File: src/rtl/sha256_pkg.sv
// Shared constants, FSM state type and length-byte helper for the SHA-256 message padder.
package sha256_pkg;

    localparam int         SHA256_BLK_W    = 512;
    localparam int         SHA256_BYTES    = 64;
    localparam int         SHA256_LEN_POS  = 56;
    localparam logic [7:0] SHA256_PAD_BYTE = 8'h80;

    typedef enum logic [2:0] {
        IDLE,
        FILL,
        PAD,
        LEN,
        PADB,
        EMIT
    } padder_state_t;

    // Byte i (0 = most significant) of the 64-bit big-endian message bit length.
    function automatic logic [7:0] len_byte(input logic [63:0] bit_len, input int i);
        return bit_len[63 - 8*i -: 8];
    endfunction

endpackage

File: src/rtl/sha256_msg_padder.sv
// Byte stream -> FIPS 180-4 padded 512-bit blocks; block valid 1 cycle after the 64th byte, 2 after msg_done.
// in_ready is low outside FILL; a block is held stable in EMIT until blk_ready, stalling the byte input.
module sha256_msg_padder
    import sha256_pkg::*;
#(
    parameter int LEN_W = 32
) (
    input  logic                    clk,
    input  logic                    rst,
    input  logic                    start,
    input  logic                    in_valid,
    input  logic [7:0]              in_data,
    output logic                    in_ready,
    input  logic                    msg_done,
    output logic                    blk_valid,
    output logic [SHA256_BLK_W-1:0] blk_data,
    output logic                    blk_first,
    output logic                    blk_last,
    input  logic                    blk_ready,
    output logic                    busy
);

    padder_state_t    state;
    padder_state_t    nxt;
    logic [7:0]       mem [SHA256_BYTES];
    logic [6:0]       idx;
    logic [LEN_W-1:0] count;
    logic             first_pending;

    logic [6:0]       idx_inc;
    logic [63:0]      bit_len;

    assign idx_inc = idx + 7'd1;
    assign bit_len = 64'(count) << 3;
    assign busy    = (state != IDLE);

    always_comb begin
        blk_data = '0;
        for (int i = 0; i < SHA256_BYTES; i++) begin
            blk_data[SHA256_BLK_W-1-8*i -: 8] = mem[6'(i)];
        end
    end

    always_ff @(posedge clk or posedge rst) begin
        if (rst) begin
            state         <= IDLE;
            nxt           <= IDLE;
            idx           <= '0;
            count         <= '0;
            first_pending <= 1'b0;
            in_ready      <= 1'b0;
            blk_valid     <= 1'b0;
            blk_first     <= 1'b0;
            blk_last      <= 1'b0;
            for (int i = 0; i < SHA256_BYTES; i++) mem[i] <= '0;
        end else if (start) begin
            state         <= FILL;
            nxt           <= IDLE;
            idx           <= '0;
            count         <= '0;
            first_pending <= 1'b1;
            in_ready      <= 1'b1;
            blk_valid     <= 1'b0;
            blk_first     <= 1'b0;
            blk_last      <= 1'b0;
            for (int i = 0; i < SHA256_BYTES; i++) mem[i] <= '0;
        end else begin
            case (state)
                IDLE: ;
                FILL: begin
                    if (in_valid) begin
                        mem[idx[5:0]] <= in_data;
                        idx           <= idx_inc;
                        count         <= count + LEN_W'(1);
                    end
                    if (msg_done) begin
                        state    <= PAD;
                        in_ready <= 1'b0;
                    end else if (in_valid && idx_inc == 7'd64) begin
                        state     <= EMIT;
                        nxt       <= FILL;
                        in_ready  <= 1'b0;
                        blk_valid <= 1'b1;
                        blk_first <= first_pending;
                        blk_last  <= 1'b0;
                    end
                end
                PAD: begin
                    // Bytes past idx are already zero, so only the marker and length need writing.
                    state     <= EMIT;
                    blk_valid <= 1'b1;
                    blk_first <= first_pending;
                    if (idx <= 7'(SHA256_LEN_POS - 1)) begin
                        mem[idx[5:0]] <= SHA256_PAD_BYTE;
                        for (int i = 0; i < 8; i++) mem[6'(SHA256_LEN_POS + i)] <= len_byte(bit_len, i);
                        nxt      <= IDLE;
                        blk_last <= 1'b1;
                    end else if (idx <= 7'd63) begin
                        mem[idx[5:0]] <= SHA256_PAD_BYTE;
                        nxt           <= LEN;
                        blk_last      <= 1'b0;
                    end else begin
                        nxt      <= PADB;
                        blk_last <= 1'b0;
                    end
                end
                LEN, PADB: begin
                    if (state == PADB) mem[0] <= SHA256_PAD_BYTE;
                    for (int i = 0; i < 8; i++) mem[6'(SHA256_LEN_POS + i)] <= len_byte(bit_len, i);
                    state     <= EMIT;
                    nxt       <= IDLE;
                    blk_valid <= 1'b1;
                    blk_first <= first_pending;
                    blk_last  <= 1'b1;
                end
                EMIT: begin
                    if (blk_ready) begin
                        state         <= nxt;
                        first_pending <= 1'b0;
                        idx           <= '0;
                        in_ready      <= (nxt == FILL);
                        blk_valid     <= 1'b0;
                        blk_first     <= 1'b0;
                        blk_last      <= 1'b0;
                        for (int i = 0; i < SHA256_BYTES; i++) mem[i] <= '0;
                    end
                end
                default: state <= IDLE;
            endcase
        end
    end

endmodule

File: config.mk
export PLATFORM = sky130hd
export DESIGN_NAME = sha256_msg_padder
export DESIGN_NICKNAME = d
export VERILOG_FILES = /design/src/rtl/sha256_pkg.sv /design/src/rtl/sha256_msg_padder.sv
export SDC_FILE = /design/constraint.sdc
export NUM_CORES = 1
export LEC_CHECK = 0
export BUFFER_PORTS_ARGS = -buffer_cell sky130_fd_sc_hd__buf_2
export CORE_AREA = 8 8 202 204
export DETAILED_ROUTE_END_ITERATION = 6
export DIE_AREA = 0 0 210 212
export PLACE_DENSITY = 0.63
export SLEW_MARGIN = 20
export SYNTH_ARGS = -nofsm -noshare
export SYNTH_HDL_FRONTEND = slang
export SYNTH_SLANG_ARGS = --single-unit
File: constraint.sdc
create_clock -name clk -period 9.3 [get_ports clk]
set_clock_uncertainty 0.1 [all_clocks]
set_input_delay 0.465 -clock clk [delete_from_list [all_inputs] [get_ports clk]]
set_output_delay 0.465 -clock clk [all_outputs]
set_load 0.005 [all_outputs]
* After elaboration in Yosys (flattened, before gate mapping)
Index checks and enable logic that the tools add are counted.
** Cells by class
- $add $sub $neg :: 1
- Order comparisons :: 4
- Eq/ne operators :: 15
- Muxes and demuxes :: 46
- Bitwise gates (word level) :: 4
- Reductions and logical operators :: 22
** Operator list (count)
- $mux W512 :: 5
- $pmux W504 S3 :: 1
- $bwmux W512 :: 1
- $and A448 B448 Y448 :: 1
- $not A448 Y448 :: 1
- $or A64 B64 Y64 :: 1
- $demux W8 S6 :: 1
- $pmux W8 S4 :: 1
- $mux W3 :: 9
- $mux W7 :: 3
- $mux W1 :: 16
- $mux W8 :: 2
- $ne A3 B3 Y1 const B :: 5
- $le A7 B6 Y1 const B :: 2
- $pmux W7 S2 :: 1
- $pmux W3 S4 :: 1
- $reduce_and A3 Y1 :: 4
- $reduce_and A4 Y1 :: 3
- $reduce_bool A4 Y1 :: 3
- $pmux W3 S3 :: 1
- $ne A4 B4 Y1 const B :: 2
- $add A7 B1 Y7 const B :: 1
- $eq A7 B7 Y1 const B :: 1
- $ge A7 B7 Y1 const B :: 1
- 18 further kinds :: 25
** Word-level totals
- Bits in registers :: 530
- Bits of input ports :: 14
- Output and inout port bits :: 517
- Logic and storage cells :: 164

* Logic depth before layout (Yosys ltp)
- Depth after elaboration :: 11
- Gate-level depth with buffers :: 10
- Gate-level depth less buffers :: 6

* Worst setup path before layout
Ideal clock, no wire load.
- Kind :: register to register
- Start point :: register idx[4]
- End point :: register mem, in the netlist blk_data[504]
- Arrival time :: 1.966 ns
- Setup slack :: 7.113 ns
- Stages on the path, launching flop included :: 9
- Buffers on the path :: 3
- Cell sequence :: dfrtp_1 > buf_2 > or3_1 > buf_2 > o21ai_0 > a21oi_1 > or3_1 > clkbuf_1 > a22o_1
** Between the ends
- Cells in the longest elaborated chain, start to end :: 11
- Elaborated cells between the ends (all ways) :: 18
- Classes of those cells :: order compare: 4; eq/ne: 1; mux: 8; bitwise: 3; reduce/logical: 2
** RTL lines
- start, declared :: line sha256_msg_padder.sv:26 : logic [6:0] idx;
- start signal, assigned :: line sha256_msg_padder.sv:73 : idx <= idx_inc;
- $not A6 Y7 (implied by the code) :: line sha256_msg_padder.sv:72, sha256_msg_padder.sv:94, sha256_msg_padder.sv:99
- $ge A7 B7 Y1 (implied by the code) or $lt A7 B1 Y1 (tied branches) :: line sha256_msg_padder.sv:72, sha256_msg_padder.sv:94, sha256_msg_padder.sv:99
- $logic_and A1 B1 Y1 (implied by the code) :: line sha256_msg_padder.sv:72, sha256_msg_padder.sv:94, sha256_msg_padder.sv:99
- $mux W8 (implied by the code) :: line sha256_msg_padder.sv:72, sha256_msg_padder.sv:94, sha256_msg_padder.sv:99
- $demux W8 S6 :: line sha256_msg_padder.sv:72, sha256_msg_padder.sv:94, sha256_msg_padder.sv:99
- $not A448 Y448 (no line)
- $and A448 B448 Y448 (no line)
- $mux W512 :: line sha256_msg_padder.sv:98 : end else if (idx <= 7'd63) begin
- $mux W512 :: line sha256_msg_padder.sv:93 : if (idx <= 7'(SHA256_LEN_POS - 1)) begin
- $pmux W8 S4 :: line sha256_msg_padder.sv:68 : case (state)
- $mux W512 :: line sha256_msg_padder.sv:56 : end else if (start) begin
- end signal, assigned by index :: line sha256_msg_padder.sv:72 : mem[idx[5:0]] <= in_data;
- end, declared :: line sha256_msg_padder.sv:25 : logic [7:0] mem [SHA256_BYTES];
Parallel ways exist; a longest one is shown, timed or not. The select of a mux whose other input is x is not followed.
A chain may end at the register's enable or synchronous reset.

* Final worst setup path
- Start point :: register state[2]
- End point :: register mem, in the netlist blk_data[350]
** Between the ends
- Cells in the longest elaborated chain, start to end :: 3
- Elaborated cells between the ends (all ways) :: 10
- Classes of those cells :: eq/ne: 6; mux: 2; reduce/logical: 2
** RTL lines
- start, declared :: line sha256_msg_padder.sv:23 : padder_state_t state;
- start signal, assigned :: line sha256_msg_padder.sv:118 : state <= nxt;
- $eq A3 B2 Y1, or another cell as far along :: line sha256_msg_padder.sv:68
- $ne A4 B4 Y1 (no line), or another cell as far along
- $reduce_and A4 Y1 (no line) or $mux W512 (tied branches)
Parallel ways exist; a longest one is shown, timed or not.

==> out/qor.yml <==
worstPathMaxFanout: 42
synth_seq_cells: 274
finalSetupViolations: 0
path_class: "flop to flop"
peakVddDrop_mv: 0.126
yosys_warnings: 0
status: "completed"
tightest_slew_ns: 1.07
num_vias: 11500
numClockSinks: 274
die_h_um: 212
clockBufferDepth: 3
antenna_found_initial: 0
worstHoldEndpoint: "blk_data[510]"
synthToLayoutAreaGrowth_pct: 14.3
slew-limit-headroom: 0.288
finalCriticalPeriod_ns: 4.33
clk_latency_ns: 0.57
dp_hpwl_mm: 34.5
rsz0062_at_grt: "false"
cts_hold_buffers: 0
cts-root-buf: "clkbuf_16"
r2r_cells: 7
worstPathRequired_ns: 9.64
finalMaxSlewViolations: 0
finalPower_mw: 3.03
p_leak_nw: 8.03
r2r_slack_ns: 4.97
rows: 72
drive_above_1_share: 0.199
hold_path.class: "primary input to flop"
synth_edf_count: 0
core_mm2: 0.0379
finalHoldViolCount: 0
maxCapViolCount: 0
yosysTopAreaCell: "dfrtp_1"
yosys-top-cells-area: "dfrtp_1 50%, buf_4 14%, o21ai_0 11%, nand2_1 6.2%, nor2_1 2.0%"
pwr_density_cell_mw_per_mm2: 192
place_congestion: 0.869
grt_pass1_vias: 11200
cp-end-kind: "flop"
grt_pass1_wl_mm: 69.4
first_pass_iters: 5
diodes: 0
avgSynthCellArea_um2: 9.10
whs_path_depth: 2
grt.overflow.total: 0
hold_start: "in_data[6]"
worstPathArrival_ns: 4.67
whs_ns: 0.0603
synth.distinct_cells: 60
drc: 0
port_buffers: 274
clkSlewWorstSetupHoldPaths_ns: 0.07
yosys_most_used_dff: "dfrtp_1"
cts_tree: "built"
cts_resized: 0
viasPerCell: 5.01
tns_ns: 0
antenna_left: 0
start_kind: "flop"
syn_area_mm2: 0.0138
drt_iter0_drc: 872
crit-reg2reg-launch: "state[2]"
grt_max_degree: 139
start_util: 0.363
ioPinCount: 531
r2r-end: "blk_data[350]"
synth_top_area_frac: 0.498
period_share: 0.466
cts_max_level: 1
die_area_mm2: 0.0445
drt-total-wl_mm: 47.4
gr-usage-all-layers: 0.199
fmax_mhz: 231
yosysMostFrequentCell: "o21ai_0"
ys_async_sr_fraction: 1.00
synth-seq-area-share: 0.498
finalNetCount: 1770
cts_inserted_buffers: 31
cts_setup_buffers: 0
die_x_um: 210
wl_per_cell_um: 20.6
synth_common_cells: "297 x o21ai_0, 274 x dfrtp_1, 256 x buf_4"
synth_cells: 1514
flip-flops by register name (all words and copies together) (netlist names):
name / count
blk_first: 1
blk_last: 1
in_ready: 1
idx: 7
blk_data: 256
nxt: 3
first_pending: 1
blk_valid: 1
state: 3
worst max path at each step:
stage	startpoint	endpoint	slack, ns	depth (start not counted)
after floorplan	rst	blk_data[256]	1.18	1
after global placement	state[2]	blk_data[398]	4.93	6
after detailed placement	state[2]	blk_data[350]	4.72	6
after CTS	state[2]	blk_data[350]	4.72	6
after global routing	state[2]	blk_data[469]	4.68	5
final	state[2]	blk_data[350]	4.97	7
cell type report:
| class | instances | area (um^2) |
|---|---|---|
| sequential | 274 | 6860 |
| multi-input combinational | 1129 | 5530 |
| tap | 518 | 648 |
| inverter | 33 | 131 |
| clock buffer | 40 | 860 |
| clock inverter | 17 | 225 |
| fill | 3812 | 22200 |
| timing repair buffer | 285 | 1510 |
power by group:
| group | internal [mW] | leakage, nW | switching [mW] |
|---|---|---|---|
| Sequential | 1.24 | 3.78 | 0.0481 |
| Clock | 0.789 | 0.530 | 0.512 |
| Combinational | 0.114 | 3.72 | 0.333 |
metrics by stage:
step,area (um^2),utilization,instances,worst slack [ns]
floorplan,14700,-,1769,1.18
global placement,14600,0.385,2236,4.93
detailed placement,14600,0.385,2236,4.72
CTS,15700,0.414,2293,4.72
global route,15800,0.415,2296,4.68
finish,15800,0.415,2296,4.97
worst max-delay path, cell delays in order (launching register included):
cell,delay (ns)
dfrtp_1,0.63
nor3b_2,0.87
nand2_2,0.70
o21ai_4,0.64
buf_16,0.24
or3_1,0.51
buf_4,0.35
o22ai_1,0.13
cell usage in the layout (no fill, tap or decap), types with 8 or more instances in the layout:
master and instances:
clkbuf_16 31, o22ai_1 24, inv_1 32, nand2_1 227, o21ai_0 297, buf_2 274, o22a_1 8, o211ai_1 11
a21oi_1 54, dfrtp_1 274, nand4_1 10, o221ai_1 23, nor2_1 74, nand3_1 19, o21ai_1 16, conb_1 256
a22o_1 8
per-layer routing:
| metal | GRT usage | wire length, um | vias to the layer above |
|---|---|---|---|
| li1 | - | - | 5199 |
| met1 | 0.252 | 18900 | 5679 |
| met2 | 0.331 | 22800 | 553 |
| met3 | 0.0486 | 4260 | 75 |
| met4 | 0.0663 | 1410 | 0 |
| met5 | 0 | 0 | - |
cells by family after synthesis:
group                      Yosys count  synth area share
and+or+nand+nor                    388             0.124
adders and majority gates            2           0.00182
other                                1          0.000272
xor gates and xnor gates             2           0.00127
DFF                                274             0.498
muxes                                2           0.00154
AOI/OAI and AO/OA                  479             0.201
buffers and inverters              366             0.173
Note: power is estimated with default switching activity, not from simulation.
